--- src/rtl/store_truncate_unit.sv ---
// Narrowing store unit: writes a byte, half or word to a byte-wide memory, one byte per cycle, little-endian.
// Optional range check on the narrowed value is enabled by defining STORE_TRUNC_CHECK_EN.
module store_truncate_unit (
  input  logic        CLK,
  input  logic        Reset,
  input  logic        Start,
  input  logic [1:0]  Size,
  input  logic        ExtSel,
  input  logic [31:0] Addr,
  input  logic [31:0] DataIn,
  output logic        Busy,
  output logic        Done,
  output logic        MemWr,
  output logic [31:0] MemAddr,
  output logic [7:0]  MemData,
  output logic        Misaligned,
  output logic        TruncErr,
  output logic [1:0]  state_dbg
);

  // Handshake: Start is a request sampled only in IDLE; Busy marks the unit as
  // unable to accept, and Done is a one-cycle completion pulse after the last write.
  typedef enum logic [1:0] {
    IDLE  = 2'd0,
    WRITE = 2'd1,
    DONE  = 2'd2
  } state_t;

  state_t      state_q, state_d;
  logic [31:0] addr_q, data_q;
  logic [1:0]  size_q;
  logic        ext_q;
  logic [1:0]  cnt_q;
  logic        misaligned_q, trunc_q;
  logic        accept, reject, last_byte, trunc_calc;
  logic [1:0]  last_idx;
  logic        unused_ext;

  assign accept = (state_q == IDLE) && Start;
  assign reject = (Size == 2'b11) ||
                  ((Size == 2'b01) && Addr[0]) ||
                  ((Size == 2'b10) && (Addr[1:0] != 2'b00));

  // The sign-extension mode only matters at acceptance; the latched copy is kept for visibility.
  assign unused_ext = ext_q;

`ifdef STORE_TRUNC_CHECK_EN
  always_comb begin
    trunc_calc = 1'b0;
    case (Size)
      2'b00: trunc_calc = ExtSel ? (DataIn[31:8] != {24{DataIn[7]}}) : (|DataIn[31:8]);
      2'b01: trunc_calc = ExtSel ? (DataIn[31:16] != {16{DataIn[15]}}) : (|DataIn[31:16]);
      default: trunc_calc = 1'b0;
    endcase
  end
`else
  assign trunc_calc = 1'b0;
`endif

  always_comb begin
    last_idx = 2'd3;
    case (size_q)
      2'b00:   last_idx = 2'd0;
      2'b01:   last_idx = 2'd1;
      default: last_idx = 2'd3;
    endcase
  end

  assign last_byte = (cnt_q == last_idx);

  always_comb begin
    state_d = state_q;
    case (state_q)
      IDLE:    if (Start) state_d = reject ? DONE : WRITE;
      WRITE:   if (last_byte) state_d = DONE;
      DONE:    state_d = IDLE;
      default: state_d = IDLE;
    endcase
  end

  always_ff @(posedge CLK or negedge Reset) begin
    if (!Reset) begin
      state_q      <= IDLE;
      addr_q       <= '0;
      data_q       <= '0;
      size_q       <= '0;
      ext_q        <= 1'b0;
      cnt_q        <= '0;
      misaligned_q <= 1'b0;
      trunc_q      <= 1'b0;
    end else begin
      state_q <= state_d;
      if (accept) begin
        addr_q       <= Addr;
        data_q       <= DataIn;
        size_q       <= Size;
        ext_q        <= ExtSel;
        cnt_q        <= '0;
        misaligned_q <= reject;
        trunc_q      <= !reject && trunc_calc;
      end else if (state_q == WRITE) begin
        cnt_q <= cnt_q + 2'd1;
      end
    end
  end

  // Memory outputs are forced to zero outside WRITE so idle bus cycles are clean.
  assign MemWr      = (state_q == WRITE);
  assign MemAddr    = MemWr ? (addr_q + 32'(cnt_q)) : 32'd0;
  assign MemData    = MemWr ? data_q[{cnt_q, 3'b000} +: 8] : 8'd0;
  assign Busy       = (state_q == WRITE) || (state_q == DONE);
  assign Done       = (state_q == DONE);
  assign Misaligned = misaligned_q;
  assign TruncErr   = trunc_q;
  assign state_dbg  = state_q;

endmodule

--- config.mk ---
export PLATFORM = sky130hd
export DESIGN_NAME = store_truncate_unit
export DESIGN_NICKNAME = d
export VERILOG_FILES = /design/src/rtl/store_truncate_unit.sv
export SDC_FILE = /design/constraint.sdc
export NUM_CORES = 1
export LEC_CHECK = 0
export CAP_MARGIN = 20
export CORE_MARGIN = 1
export CORE_UTILIZATION = 51
export DETAILED_ROUTE_END_ITERATION = 8
export PLACE_DENSITY_LB_ADDON = 0.08
export SETUP_SLACK_MARGIN = 0.2
export SYNTH_ARGS = -nofsm -noshare
export SYNTH_HDL_FRONTEND = slang
export SYNTH_SLANG_ARGS = --single-unit
--- constraint.sdc ---
create_clock -name CLK -period 6.1 [get_ports CLK]
set_clock_uncertainty 0.05 [all_clocks]
set_input_delay 1.22 -clock CLK [delete_from_list [all_inputs] [get_ports CLK]]
set_output_delay 1.22 -clock CLK [all_outputs]
set_load 0.005 [all_outputs]
## Yosys cells after proc, flatten, opt, wreduce, memory -nomap -nowiden

Cells that the tools add are included.

- Register bits after elaboration: 71
- Bits of input ports: 70

- Add/sub/neg operators: 2
- Equal/unequal tests: 9
- Shift-type cells: 1
- Mux-type cells: 9
- Reductions and logical operators: 11

Operators by type and width:

| cell | number |
|---|---|
| 32-bit by 2-bit adder with 32-bit output | 1 |
| 32-bit two-way mux | 1 |
| 32-bit by 6-bit variable part select with 8-bit output | 1 |
| 2-bit two-way mux | 5 |
| 8-bit two-way mux | 1 |
| 2-bit one-hot mux with 2 select lines | 2 |
| 2-bit by 1-bit == test with 1-bit output, second input constant | 3 |
| 2-bit == test, second input constant | 3 |
| 2-bit zero test | 2 |
| 2-bit nonzero test | 2 |
| 1-bit logical AND | 3 |
| 1-bit logical OR | 3 |
| 2-bit by 1-bit adder with 2-bit output, second input constant | 1 |
| 2-bit == test | 1 |
| 2-bit by 1-bit inequality test with 1-bit output, second input constant | 1 |
| 2-bit inequality test, second input constant | 1 |
| 2-bit AND reduction | 1 |

## Logic depth before layout (Yosys ltp)

- Depth in word-level cells: 7
- Mapped depth: 7
- Gate-level depth less buffers: 6

## Worst setup path before layout

Ideal clock, no wire load.

- Path kind: register to output
- Start point: register cnt_q[0]
- End point: output MemAddr[22]
- Arrival time: 1899 ps
- Path slack: 2931 ps
- Cell stages (with the launch flop): 8
- Path buffers: 1
- Path through: dfrtp_1 ha_1 fa_1 and4_1 buf_2 nand2_1 or4_1 a21oi_1

- Cells in the longest elaborated chain, start to end: 2

Ends and longest elaborated chain:

| element | line | RTL |
|---|---|---|
| start, declared | 33 | `logic [1:0] cnt_q;` |
| start signal, assigned | 102 | `cnt_q <= cnt_q + 2'd1;` |
| 32-bit by 2-bit adder with 32-bit output | 109 | `assign MemAddr = MemWr ? (addr_q + 32'(cnt_q)) : 32'd0;` |
| 32-bit two-way mux | 109 |  |
| end, declared | 14 | `output logic [31:0] MemAddr,` |

No other way between the ends.

## Worst setup path in the final report

- Start point: register cnt_q[0]
- End point: output MemAddr[26]

The elaborated chain is that of the path after synthesis.

==> summary.md <==
| Metric | Value |
|---|---|
| Status | `complete, no violations` |
| Async set-reset flop share out of synthesis | `1.00` |
| Die footprint | `0.00802 mm²` |
| Yosys cell types | `44` |
| GPL Wtd Cong | `0.821` |
| Initial Utilization | `0.533` |
| Syn Nets | `420` |
| Post-synth EDFFs | `0` |
| CTS clk-pin slew, worst paths | `80 ps` |
| Remaining global-route overflow | `0` |
| Max_slew headroom | `0.376` |
| Met1 global-route usage | `0.316` |
| Synthesized area | `0.00391 mm²` |
| Initial antenna violation count | `0` |
| Final Hold Violating Endpoints | `0` |
| Antenna diodes | `0` |
| Placed cells | `538` |
| WL/cell | `16.4 µm` |
| Synthesis warning total | `0` |
| Mapped Cells | `344` |
| Dpl hpwl | `6330 µm` |
| DRC violations left | `0` |
| Period utilization | `0.798` |
| Post_cts resized | `0` |
| Top delay family on crit path | `simple AND/OR/NAND/NOR gates` |
| Final max-slew violation count | `0` |
| Placed cell area | `0.00506 mm²` |
| R2R cell count | `6` |
| DRT Wirelength | `9110 µm` |
| P&R area growth vs syn | `36.1%` |
| Non-Filler Instances | `554` |
| CTS tree | `done` |
| First-pass GRT wire length | `14200 µm` |
| Slew @ Worst Pin | `935 ps` |
| M3 GR Usage | `0.0628` |
| Post-DR vias/cell | `5.66` |
| GR Util met2 | `0.378` |
| Die W | `89.5 µm` |
| Post-Syn Area per Cell | `11.4 µm²` |
| Commonest non-fill, non-tap cells in the layout | `clkdlybuf4s50_1 (113), dfrtp_1 (71), mux2_2 (61), nand2_1 (19), a21oi_1 (19)` |
| Iteration-0 DRC count of the detailed router | `135` |
| P_leak | `2.05 nW` |
| Gr usage total | `0.237` |
| Worst hold slack | `451 ps` |
| H-tree levels | `3` |
| Worst path arrival time | `3600 ps` |
| Layout cell share with drive strength beyond 1 | `0.207` |
| # fillers | `512` |
| CTS Root Buffer Type | `clkbuf_8` |
| Clock Latency Late Sink | `350 ps` |
| Ports | `117` |
| FF+latch count, synth | `71` |
| Crit end category | `output pin` |
| WP depth | `7` |
| PwrDens | `446 mW/mm²` |
| Worst path bufs/invs | `1` |
| Largest net degree at the start of global routing | `72` |
| Cells along the critical path | `ha_1, fa_1, and4_1, nand3_1, or4_1, a21oi_1, clkdlybuf4s50_1` |
| Startpoint Class | `flop` |
| Final ANT Viol Nets | `0` |
| Max VDD drop | `0.272 mV` |
| Critical path peak fanout | `13` |
| Most Used Layer, Global Route | `met2` |
| Hold Path Cell Cnt | `2` |
| CTS Hold Buffers Added | `0` |
| Num rows | `31` |
| Final setup fails | `0` |
| Most common cell after layout, fill and taps aside | `clkdlybuf4s50_1` |
| Input/output buffers | `114` |
| Max-cap violations | `0` |
| Vias in the first global route | `2959` |
| Core Area | `0.00733 mm²` |
| First-pass DRT Iterations | `4` |
| CTS buffer count | `9` |
| CP Data Required Time | `4830 ps` |
| Hold WC Path Type | `flop to flop` |
| Final net count | `526` |
| # Post-CTS Setup Buffers | `0` |
| Slowest stage delay, CP | `830 ps` |
| Top_reg_cell synth | `dfrtp_1` |
| Clock sink count | `71` |
| Max Fclk | `0.205 GHz` |
| Vias | `3138` |
| Final instance area | `0.00532 mm²` |
| Critical path class | `flop to output pin` |
| Die Y | `89.5 µm` |
| Fin crit period | `4870 ps` |
| Clock buffer depth | `2` |
| Register area share after synthesis | `0.455` |
| TNS Setup | `0 ps` |
| RSZ-0062 raised after global routing | `no` |
| CP max-delay cell | `dfrtp_1` |
-- state kept, by name, indices dropped and copies added, names as in the netlist --
signal / count
addr_q: 32
data_q: 32
cnt_q: 2
size_q: 2
state_dbg: 2
Misaligned: 1
-- path summary, 6_finish.rpt --
check,start,to,slack [ps]
setup / recovery,cnt_q[0],MemAddr[26],1230
hold / removal,Misaligned,Misaligned,450
setup reg to reg,state_dbg[1],state_dbg[0],3460
hold reg to reg,Misaligned,Misaligned,450
max in group asynchronous,Reset,addr_q[22],4340
min in group asynchronous,Reset,addr_q[13],1010
-- metrics by stage --
step,power [mW],setup WS (ps),utilization
2_1_floorplan,1.54,2930,-
3_3_place_gp,1.86,1650,0.690
3_5_place_dp,1.90,1600,0.690
4_1_cts,2.38,1210,0.725
5_1_grt,2.52,985,0.725
6_report,2.37,1230,0.725
-- area by class of cell --
type                    instances  area, µm²  area share
repair buffers                116       1150       0.217
well taps                      99        124      0.0233
inverters                       8       30.0     0.00565
clock buffers                  11        151      0.0285
clock inverters                 5        104      0.0195
multi-input cells             244       1980       0.372
flip-flops and latches         71       1780       0.334
-- where the power goes --
part	total (mW)	leakage [nW]	internal (mW)	switching (mW)
sequential	0.949	0.842	0.709	0.240
clock	0.472	0.130	0.294	0.178
combinational	0.948	1.08	0.582	0.366
total	2.37	2.05	1.59	0.784
-- worst register-to-register path, cell delays in order (launching register included) --
cell,delay (ps)
dfrtp_1,420
inv_1,90
ha_1,610
inv_1,630
nor2_1,350
nand2_1,80
a311o_1,310
-- layer usage --
layer / part of all wire / wire, µm / vias to the layer above
li1: - / - / 1474
met2: 0.49 / 4430 / 112
met3: 0.058 / 529 / 14
met1: 0.44 / 4010 / 1538
met5: 0 / 0 / -
met4: 0.015 / 136 / 0
-- Yosys cell counts (2+ instances only) --
| cell type | n | area (µm²) |
|---|---|---|
| and2_1 | 14 | 87.6 |
| nor4_1 | 3 | 18.8 |
| inv_1 | 8 | 30.0 |
| o31ai_1 | 9 | 67.6 |
| mux4_2 | 8 | 180 |
| and3_1 | 4 | 25.0 |
| and3_2 | 2 | 15.0 |
| clkbuf_1 | 11 | 41.3 |
| xor2_1 | 10 | 87.6 |
| clkbuf_8 | 2 | 27.5 |
| and4_1 | 6 | 52.6 |
| nor2_1 | 14 | 52.6 |
| xnor2_1 | 3 | 26.3 |
| ha_1 | 5 | 62.6 |
| nand2_1 | 19 | 71.3 |
| dfrtp_1 | 71 | 1780 |
| buf_6 | 2 | 22.5 |
| nand4_1 | 9 | 56.3 |
| or4_1 | 9 | 67.6 |
| buf_2 | 3 | 15.0 |
| o21a_1 | 2 | 15.0 |
| nand3_1 | 10 | 50.1 |
| mux2_2 | 61 | 687 |
| o21ai_0 | 15 | 75.1 |
| a21oi_1 | 19 | 95.1 |
| or3_1 | 7 | 43.8 |
-- kinds of logic (layout without fill, tap and decap cells) --
family                     count (synthesis)  after routing  share of synthesized area
adders and majority gates                  6              6                     0.0211
AOI/OAI and AO/OA                         51             51                     0.0775
and+or+nand+nor                          103            103                      0.153
other                                      1              1                   0.000960
xor gates and xnor gates                  13             13                     0.0291
buffers and inverters                     29            140                     0.0391
DFF                                       71             71                      0.455
muxes                                     70             70                      0.224
No activity file was read; power rests on OpenSTA's default activity.
